==> src/rtl/multicycle_control_unit_if.sv <==
// Control bundle between the multi-cycle sequencer and the datapath/memory.
// The master side is the control unit; the slave side is the datapath.
interface multicycle_control_unit_if;
    logic [31:0] instr;
    logic        mem_ready;
    logic        alu_bcond;
    logic [3:0]  alu_op;
    logic [1:0]  alu_src_a;
    logic [1:0]  alu_src_b;
    logic        pc_write;
    logic        pc_source;
    logic        i_or_d;
    logic        mem_read;
    logic        mem_write;
    logic        ir_write;
    logic        reg_write;
    logic [1:0]  mem_to_reg;
    logic        is_halted;

    modport master (
        input  instr, mem_ready, alu_bcond,
        output alu_op, alu_src_a, alu_src_b, pc_write, pc_source,
        output i_or_d, mem_read, mem_write, ir_write, reg_write,
        output mem_to_reg, is_halted
    );

    modport slave (
        output instr, mem_ready, alu_bcond,
        input  alu_op, alu_src_a, alu_src_b, pc_write, pc_source,
        input  i_or_d, mem_read, mem_write, ir_write, reg_write,
        input  mem_to_reg, is_halted
    );
endinterface

==> src/rtl/multicycle_control_unit.sv <==
// Sequencing FSM for the multi-cycle RV32I-subset core.
// Outputs are combinational from state and inputs, forced low in reset.
module multicycle_control_unit (
    input  logic clk,
    input  logic reset_n,
    multicycle_control_unit_if.master bus
);
    typedef enum logic [2:0] {
        S_FETCH, S_DECODE, S_EXEC, S_MEM, S_WB, S_JUMP, S_HALT
    } state_e;

    localparam logic [6:0] OP_R    = 7'b0110011;
    localparam logic [6:0] OP_I    = 7'b0010011;
    localparam logic [6:0] OP_LD   = 7'b0000011;
    localparam logic [6:0] OP_ST   = 7'b0100011;
    localparam logic [6:0] OP_BR   = 7'b1100011;
    localparam logic [6:0] OP_JAL  = 7'b1101111;
    localparam logic [6:0] OP_JALR = 7'b1100111;
    localparam logic [6:0] OP_SYS  = 7'b1110011;

    localparam logic [3:0] A_ADD  = 4'b0000;
    localparam logic [3:0] A_SUB  = 4'b0001;
    localparam logic [3:0] A_AND  = 4'b0100;
    localparam logic [3:0] A_OR   = 4'b0101;
    localparam logic [3:0] A_XOR  = 4'b1000;
    localparam logic [3:0] A_SLL  = 4'b1010;
    localparam logic [3:0] A_SRL  = 4'b1011;
    localparam logic [3:0] A_ZERO = 4'b1111;

    state_e state_q, state_d;

    logic [6:0] opcode;
    logic [2:0] funct3;
    logic       f7b5;
    logic       is_r, is_i, is_ld, is_st, is_br, is_jalr;
    logic [3:0] arith_op, br_op, exec_op;
    logic       br_ok;
    logic       unused_instr_bits;

    assign opcode  = bus.instr[6:0];
    assign funct3  = bus.instr[14:12];
    assign f7b5    = bus.instr[30];
    assign is_r    = (opcode == OP_R);
    assign is_i    = (opcode == OP_I);
    assign is_ld   = (opcode == OP_LD);
    assign is_st   = (opcode == OP_ST);
    assign is_br   = (opcode == OP_BR);
    assign is_jalr = (opcode == OP_JALR);
    assign unused_instr_bits = ^{bus.instr[31], bus.instr[29:15],
                                 bus.instr[11:7]};

    always_comb begin
        arith_op = A_ZERO;
        case (funct3)
            3'b000:  arith_op = (is_r && f7b5) ? A_SUB : A_ADD;
            3'b001:  arith_op = A_SLL;
            3'b100:  arith_op = A_XOR;
            3'b101:  arith_op = A_SRL;
            3'b110:  arith_op = A_OR;
            3'b111:  arith_op = A_AND;
            default: arith_op = A_ZERO;
        endcase
    end

    // Only eq/ne/lt/ge are wired to bcond; others never take.
    always_comb begin
        br_op = A_ZERO;
        br_ok = 1'b1;
        case (funct3)
            3'b000:  br_op = A_ADD;
            3'b001:  br_op = A_SLL;
            3'b100:  br_op = A_XOR;
            3'b101:  br_op = A_SRL;
            default: begin
                br_op = A_ZERO;
                br_ok = 1'b0;
            end
        endcase
    end

    always_comb begin
        exec_op = A_ADD;
        if (is_r || is_i) exec_op = arith_op;
        else if (is_br)   exec_op = br_op;
    end

    always_ff @(posedge clk or negedge reset_n) begin
        if (!reset_n) state_q <= S_FETCH;
        else          state_q <= state_d;
    end

    always_comb begin
        state_d        = state_q;
        bus.alu_op     = A_ADD;
        bus.alu_src_a  = 2'd0;
        bus.alu_src_b  = 2'd0;
        bus.pc_write   = 1'b0;
        bus.pc_source  = 1'b0;
        bus.i_or_d     = 1'b0;
        bus.mem_read   = 1'b0;
        bus.mem_write  = 1'b0;
        bus.ir_write   = 1'b0;
        bus.reg_write  = 1'b0;
        bus.mem_to_reg = 2'd0;
        bus.is_halted  = 1'b0;
        if (reset_n) begin
            unique case (state_q)
                S_FETCH: begin
                    bus.mem_read = 1'b1;
                    if (bus.mem_ready) begin
                        bus.ir_write  = 1'b1;
                        bus.pc_write  = 1'b1;
                        bus.alu_src_b = 2'd1;
                        state_d       = S_DECODE;
                    end
                end
                S_DECODE: begin
                    bus.alu_src_a = 2'd2;
                    bus.alu_src_b = 2'd2;
                    case (opcode)
                        OP_JAL:  state_d = S_JUMP;
                        OP_SYS:  state_d = S_HALT;
                        OP_R, OP_I, OP_LD, OP_ST, OP_BR, OP_JALR:
                                 state_d = S_EXEC;
                        default: state_d = S_FETCH;
                    endcase
                end
                S_EXEC: begin
                    bus.alu_src_a = 2'd1;
                    bus.alu_src_b = (is_r || is_br) ? 2'd0 : 2'd2;
                    bus.alu_op    = exec_op;
                    state_d       = S_FETCH;
                    unique case (1'b1)
                        is_br: begin
                            bus.pc_write  = bus.alu_bcond & br_ok;
                            bus.pc_source = 1'b1;
                        end
                        is_jalr: begin
                            bus.pc_write   = 1'b1;
                            bus.reg_write  = 1'b1;
                            bus.mem_to_reg = 2'd2;
                        end
                        (is_ld || is_st): state_d = S_MEM;
                        default:          state_d = S_WB;
                    endcase
                end
                S_MEM: begin
                    bus.i_or_d    = 1'b1;
                    bus.mem_read  = is_ld;
                    bus.mem_write = is_st;
                    if (bus.mem_ready) state_d = is_ld ? S_WB : S_FETCH;
                end
                S_WB: begin
                    bus.reg_write  = 1'b1;
                    bus.mem_to_reg = is_ld ? 2'd1 : 2'd0;
                    state_d        = S_FETCH;
                end
                S_JUMP: begin
                    bus.reg_write  = 1'b1;
                    bus.mem_to_reg = 2'd2;
                    bus.pc_write   = 1'b1;
                    bus.pc_source  = 1'b1;
                    state_d        = S_FETCH;
                end
                S_HALT: begin
                    bus.is_halted = 1'b1;
                end
                default: state_d = S_FETCH;
            endcase
        end
    end
endmodule

==> src/flat_wrapper.sv <==
// flat-port wrapper written by rule: the top's interface ports become plain ports
module multicycle_control_unit_flat 
  (clk, reset_n, bus_instr, bus_mem_ready, bus_alu_bcond, bus_alu_op, bus_alu_src_a, bus_alu_src_b, bus_pc_write, bus_pc_source, bus_i_or_d, bus_mem_read, bus_mem_write, bus_ir_write, bus_reg_write, bus_mem_to_reg, bus_is_halted);
  multicycle_control_unit_if bus_i ();
  input  logic clk;
  input  logic reset_n;
  input wire logic [$bits(bus_i.instr)-1:0] bus_instr;
  input wire logic [$bits(bus_i.mem_ready)-1:0] bus_mem_ready;
  input wire logic [$bits(bus_i.alu_bcond)-1:0] bus_alu_bcond;
  output wire logic [$bits(bus_i.alu_op)-1:0] bus_alu_op;
  output wire logic [$bits(bus_i.alu_src_a)-1:0] bus_alu_src_a;
  output wire logic [$bits(bus_i.alu_src_b)-1:0] bus_alu_src_b;
  output wire logic [$bits(bus_i.pc_write)-1:0] bus_pc_write;
  output wire logic [$bits(bus_i.pc_source)-1:0] bus_pc_source;
  output wire logic [$bits(bus_i.i_or_d)-1:0] bus_i_or_d;
  output wire logic [$bits(bus_i.mem_read)-1:0] bus_mem_read;
  output wire logic [$bits(bus_i.mem_write)-1:0] bus_mem_write;
  output wire logic [$bits(bus_i.ir_write)-1:0] bus_ir_write;
  output wire logic [$bits(bus_i.reg_write)-1:0] bus_reg_write;
  output wire logic [$bits(bus_i.mem_to_reg)-1:0] bus_mem_to_reg;
  output wire logic [$bits(bus_i.is_halted)-1:0] bus_is_halted;
  assign bus_i.instr = bus_instr;
  assign bus_i.mem_ready = bus_mem_ready;
  assign bus_i.alu_bcond = bus_alu_bcond;
  assign bus_alu_op = bus_i.alu_op;
  assign bus_alu_src_a = bus_i.alu_src_a;
  assign bus_alu_src_b = bus_i.alu_src_b;
  assign bus_pc_write = bus_i.pc_write;
  assign bus_pc_source = bus_i.pc_source;
  assign bus_i_or_d = bus_i.i_or_d;
  assign bus_mem_read = bus_i.mem_read;
  assign bus_mem_write = bus_i.mem_write;
  assign bus_ir_write = bus_i.ir_write;
  assign bus_reg_write = bus_i.reg_write;
  assign bus_mem_to_reg = bus_i.mem_to_reg;
  assign bus_is_halted = bus_i.is_halted;
  multicycle_control_unit u_core (.clk(clk), .reset_n(reset_n), .bus(bus_i));
endmodule
==> config.mk <==
export PLATFORM = sky130hd
export DESIGN_NAME = multicycle_control_unit_flat
export DESIGN_NICKNAME = d
export VERILOG_FILES = /design/src/rtl/multicycle_control_unit_if.sv /design/src/rtl/multicycle_control_unit.sv /design/src/flat_wrapper.sv
export SDC_FILE = /design/constraint.sdc
export NUM_CORES = 1
export LEC_CHECK = 0
export BUFFER_PORTS_ARGS = -buffer_cell sky130_fd_sc_hd__buf_2
export CORE_MARGIN = 3
export CORE_UTILIZATION = 33
export CTS_CLUSTER_DIAMETER = 40
export CTS_CLUSTER_SIZE = 20
export DETAILED_ROUTE_END_ITERATION = 10
export PLACE_DENSITY = 0.74
export REMOVE_ABC_BUFFERS = 1
export SKIP_LAST_GASP = 1
export SLEW_MARGIN = 20
export SYNTH_ARGS = -nofsm -noshare
export SYNTH_HDL_FRONTEND = slang
export SYNTH_SLANG_ARGS = --single-unit
==> constraint.sdc <==
create_clock -name clk -period 1.7 [get_ports clk]
set_clock_uncertainty 0.1 [all_clocks]
set_input_delay 0.425 -clock clk [delete_from_list [all_inputs] [get_ports clk]]
set_output_delay 0.425 -clock clk [all_outputs]
set_load 0.005 [all_outputs]
## Word level (Yosys, flattened, before mapping)

Index checks and enable logic that the tools add are counted.

- Bits in registers: 3
- Output and inout port bits: 18

- Eq/ne operators: 21
- Mux-type cells: 44
- Bitwise logic cells: 2
- Reductions and logical operators: 11

Operator list:

| kind | count |
|---|---|
| == test 7 bit (second input constant) | 4 |
| one-hot mux 4 bit (6 select lines) | 1 |
| == test 3 bit (second input constant) | 7 |
| 2-to-1 mux 1 bit | 19 |
| 2-to-1 mux 4 bit | 4 |
| one-hot mux 4 bit (4 select lines) | 1 |
| one-hot mux 3 bit (5 select lines) | 1 |
| == test 7 x 6 -> 1 bit (second input constant) | 2 |
| one-hot mux 2 bit (3 select lines) | 2 |
| 2-to-1 mux 2 bit | 5 |
| 2-to-1 mux 3 bit | 3 |
| one-hot mux 3 bit (3 select lines) | 1 |
| one-hot mux 1 bit (2 select lines) | 4 |
| == test 7 x 2 -> 1 bit (second input constant) | 1 |
| == test 7 x 5 -> 1 bit (second input constant) | 1 |
| == test 3 x 1 -> 1 bit (second input constant) | 2 |
| == test 3 x 2 -> 1 bit (second input constant) | 2 |
| logical NOT 3 bit | 2 |
| one-hot mux 3 bit (2 select lines) | 1 |
| OR reduction 6 bit | 1 |
| inequality test 2 bit (second input constant) | 2 |
| one-hot mux 2 bit (2 select lines) | 1 |
| AND reduction 4 bit | 1 |
| OR reduction 2 bit | 2 |
| other kinds (6) | 8 |

## Depth between registers and ports, before layout

- Word-level depth: 7
- Depth in mapped cells: 5

## Worst setup path after synthesis

OpenSTA, ideal clock, no wires.

- Path type: input to output
- From: in bus_instr[4]
- To: out bus_reg_write
- Arrival: 1.387 ns
- Setup slack: -0.212 ns
- Stages: 5
- Cells stage by stage: buf_6 > and3b_1 > nand4_1 > or3_1 > a21boi_1

- Longest elaborated chain between the ends: 4

Ends and longest elaborated chain:

| element | line | source |
|---|---|---|
| start: declaration | flat_wrapper.sv:7 | `input wire logic [$bits(bus_i.instr)-1:0] bus_instr;` |
| == test 7 bit | multicycle_control_unit.sv:48 | `assign is_jalr = (opcode == OP_JALR);` |
| 2-to-1 mux 1 bit | multicycle_control_unit.sv:133 | `unique case (1'b1)` |
| one-hot mux 1 bit (2 select lines) | multicycle_control_unit.sv:107 | `unique case (state_q)` |
| 2-to-1 mux 1 bit | multicycle_control_unit.sv:106 | `if (reset_n) begin` |
| end: declaration | flat_wrapper.sv:19 | `output wire logic [$bits(bus_i.reg_write)-1:0] bus_reg_write;` |

Every way passes these cells.

## Worst setup path after layout

- From: reg u_core.state_q[0]
- To: out bus_alu_op[1]

- Longest elaborated chain between the ends: 3

Ends and longest elaborated chain:

| element | line | source |
|---|---|---|
| start: declaration | multicycle_control_unit.sv:30 | `state_e state_q, state_d;` |
| start signal: assignment | multicycle_control_unit.sv:89 | `else state_q <= state_d;` |
| == test 3 x 2 -> 1 bit | multicycle_control_unit.sv:107 |  |
| 2-to-1 mux 4 bit | multicycle_control_unit.sv:107 |  |
| 2-to-1 mux 4 bit | multicycle_control_unit.sv:106 |  |
| end: declaration | flat_wrapper.sv:10 | `output wire logic [$bits(bus_i.alu_op)-1:0] bus_alu_op;` |

Every way passes these cells.

==> summary.md <==
| Metric | Value |
|---|---|
| Post-synth top area share | 12.2% |
| Synthesis-to-layout area growth | 103% |
| Num rows | 14 |
| Seq/Total Area, Yosys | 12.2% |
| I/O pins | 54 |
| Peak Freq | 491 MHz |
| ANT nets after route | 0 |
| Largest Register | u_core.state_q |
| Placed cells | 158 |
| Final cell count without fillers | 170 |
| CTS H-tree depth | 1 |
| Largest net degree at the start of global routing | 11 |
| Max-cap viol count | 0 |
| Critical Path End Type | primary output |
| Clk Latency, worst-skew pair | 0.25 ns |
| DRT iter0 DRCs | 32 |
| CTS tree | built |
| FF+latch count, synth | 3 |
| DIE AREA | 0.00242 mm² |
| Leak pwr | 0.604 nW |
| DP HPWL | 1.65 mm |
| Clock tree root buffer cell | clkbuf_4 |
| RSZ-0062 raised after global routing | yes |
| Layout cell share with drive strength beyond 1 | 63.0% |
| Clock Pin Slew Worst Setup and Hold Paths | 0.05 ns |
| Rel. slew slack | 76.7% |
| Pwr dens | 382 mW/mm² |
| Max reg flops | 3 |
| Minimum clock period | 2.04 ns |
| Via/cell ratio | 5.79 |
| Cells after Synth | 84 |
| RePlAce Congestion | 0.828 |
| CP required | 1.17 ns |
| Hold Path Class | in2async |
| CP arrival | 1.51 ns |
| Max Slew Vio Count | 0 |
| Max IR drop VDD | 0.299 mV |
| Kind of critical path | reg2out |
| Avg Inst Size Synth | 7.34 µm² |
| Via count | 985 |
| Power Total | 0.000479 W |
| CTS buffer count | 3 |
| Failing checks | negative setup slack |
| Slew @ Worst Pin | 0.345 ns |
| Distinct cells, synth | 45 |
| Crit share post-route | 120% |
| Top cell type by total area after synthesis | dfrtp_1 |
| Core area | 0.00163 mm² |
| Mapped cell area | 617 µm² |
| Max clock buf depth | 2 |
| GRT overflow | 0 |
| Worst setup SP type | flop |
| Pre-CTS WS | -0.366 ns |
| Post-Route WL | 2.67 mm |
| Final hold vios | 0 |
| Initial Util | 37.9% |
| Outcome | finished with violations |
| Nets | 183 |
| Max FO, Critical Path | 3 |
| Ant diodes | 0 |
| Die Width | 49.2 µm |
| Wire per inst | 15.7 µm |
| TritonRoute pass-1 iters | 4 |
| Synth warn | 0 |
| Worst setup margin | -0.336 ns |
| Die Y-Extent | 49.2 µm |
| Sinks on Clock Net | 3 |
| Post-CTS Hold Buffers | 0 |
| Initial antenna violation count | 0 |
| Final setup violation count | 19 |
| Overall routing resource usage | 23.3% |
| Biggest regs | u_core.state_q: 3 flops |
| DR DRC count | 0 |
| Top post-synthesis cells by area | dfrtp_1 (12%), nand2_1 (5.5%), nand4bb_4 (4.5%), and4bb_2 (4.1%), nand3_1 (4.1%) |
| Worst hold slack | 0.0269 ns |
| IO Port Bufs | 32 |
| First-pass GRT wire length | 4.42 mm |
| Number of global-route vias before repair | 995 |
cells by family (layout without fill, tap and decap cells):
group | Yosys count | count (layout) | share of synthesized area (%)
buffers and inverters | 8 | 70 | 7.50
AO/OA/AOI/OAI | 24 | 24 | 28.8
flip-flops | 3 | 3 | 12.2
XOR/XNOR | 1 | 1 | 1.42
AND/OR/NAND/NOR | 48 | 48 | 50.1
stage by stage:
stage          instance area [µm²]  util [%]  setup TNS (ns)
2_1_floorplan                  578         -          -0.595
3_3_place_gp                   961      59.0           -3.04
3_5_place_dp                   961      59.0           -3.26
4_1_cts                       1190      73.3           -3.51
5_1_grt                       1250      77.0           -5.17
6_report                      1250      77.0           -4.06
placed cells by master, fill, tap and decap left out, types with 2 or more instances in the layout:
master / n
and4bb_2: 2
o21ai_0: 3
o22ai_1: 2
a21boi_1: 3
nor2_1: 2
buf_4: 20
o21a_1: 2
buf_6: 17
nor2_4: 4
dfrtp_2: 2
clkbuf_4: 3
nand2_2: 2
o211ai_1: 2
nand2_1: 7
nand3_1: 4
nand4_1: 2
nand2b_4: 2
and3_4: 2
buf_2: 25
timing repair:
item / in CTS / in global routing
resized for setup: 44 / 8
buffers inserted: 5 / 3
pin swaps: 21 / 10
setup endpoints to repair: 18 / 18
synthesized netlist by cell type:
| cell | count |
|---|---|
| o21ai_0 | 4 |
| nor2b_1 | 2 |
| a221oi_1 | 1 |
| and4bb_2 | 2 |
| xor2_1 | 1 |
| and2_1 | 1 |
| nor3b_1 | 2 |
| a32oi_1 | 1 |
| nand3_1 | 5 |
| and4_1 | 1 |
| a21oi_1 | 1 |
| a22o_1 | 1 |
| clkbuf_2 | 1 |
| a21boi_0 | 2 |
| a21boi_1 | 1 |
| a21o_1 | 1 |
| nor4_1 | 1 |
| or4_1 | 1 |
| o21a_1 | 2 |
| o311ai_1 | 1 |
| and2_4 | 1 |
| nor2_1 | 6 |
| and3b_1 | 2 |
| buf_6 | 1 |
| o211a_1 | 1 |
| or2b_1 | 1 |
| buf_2 | 3 |
| nand4bb_4 | 1 |
| nand2b_1 | 3 |
| buf_4 | 1 |
| a211oi_1 | 1 |
| o311a_1 | 1 |
| nand4_1 | 2 |
| dfrtp_1 | 3 |
| or3_1 | 1 |
| o311ai_0 | 1 |
| nand2_1 | 9 |
| o22ai_1 | 2 |
| and2b_1 | 1 |
| nor3_1 | 2 |
| a2bb2oi_1 | 1 |
| and3_1 | 3 |
| inv_1 | 2 |
| o211ai_1 | 2 |
| or3_4 | 1 |
power by group:
group | internal, W | switching, W
sequential | 0.0000770 | 0.00000821
clock | 0.0000893 | 0.0000582
combinational | 0.000138 | 0.000109
layout make-up:
class                   instances  area, µm²
clock buffers                   4       26.3
fillers                       111        374
inverters                       2       7.51
multi-input cells              73        612
flip-flops and latches          3       77.6
well taps                      24       30.0
repair buffers                 64        502
layer usage:
metal  GRT usage (%)  share of wire [%]  vias up
li1                -                  -      448
met1            28.0                 39      454
met2            39.7                 47       70
met3            2.45                9.6       13
met4            13.3                4.2        0
met5               0                  0        -
worst max-delay path, cell delays in order (launching register included):
cell and delay (ns):
dfrtp_2 0.44, nand2b_4 0.17, nor2_4 0.13, o211ai_1 0.14, nor3b_1 0.23, buf_2 0.15
path summary, 6_finish.rpt:
path / to / depth (start not counted) / slack (ns) / startpoint
setup / recovery: bus_alu_op[1] / 5 / -0.34 / u_core.state_q[0]$_DFFE_PN0P_
hold / removal: u_core.state_q[0]$_DFFE_PN0P_ / 2 / 0.03 / reset_n
setup reg to reg: u_core.state_q[2]$_DFFE_PN0P_ / 8 / 0.12 / u_core.state_q[2]$_DFFE_PN0P_
hold reg to reg: u_core.state_q[0]$_DFFE_PN0P_ / 2 / 0.69 / u_core.state_q[0]$_DFFE_PN0P_
max in group asynchronous: u_core.state_q[1]$_DFFE_PN0P_ / 3 / 1.24 / reset_n
min in group clk: u_core.state_q[2]$_DFFE_PN0P_ / 3 / 0.49 / bus_instr[5]
No activity file was read; power rests on OpenSTA's default activity.
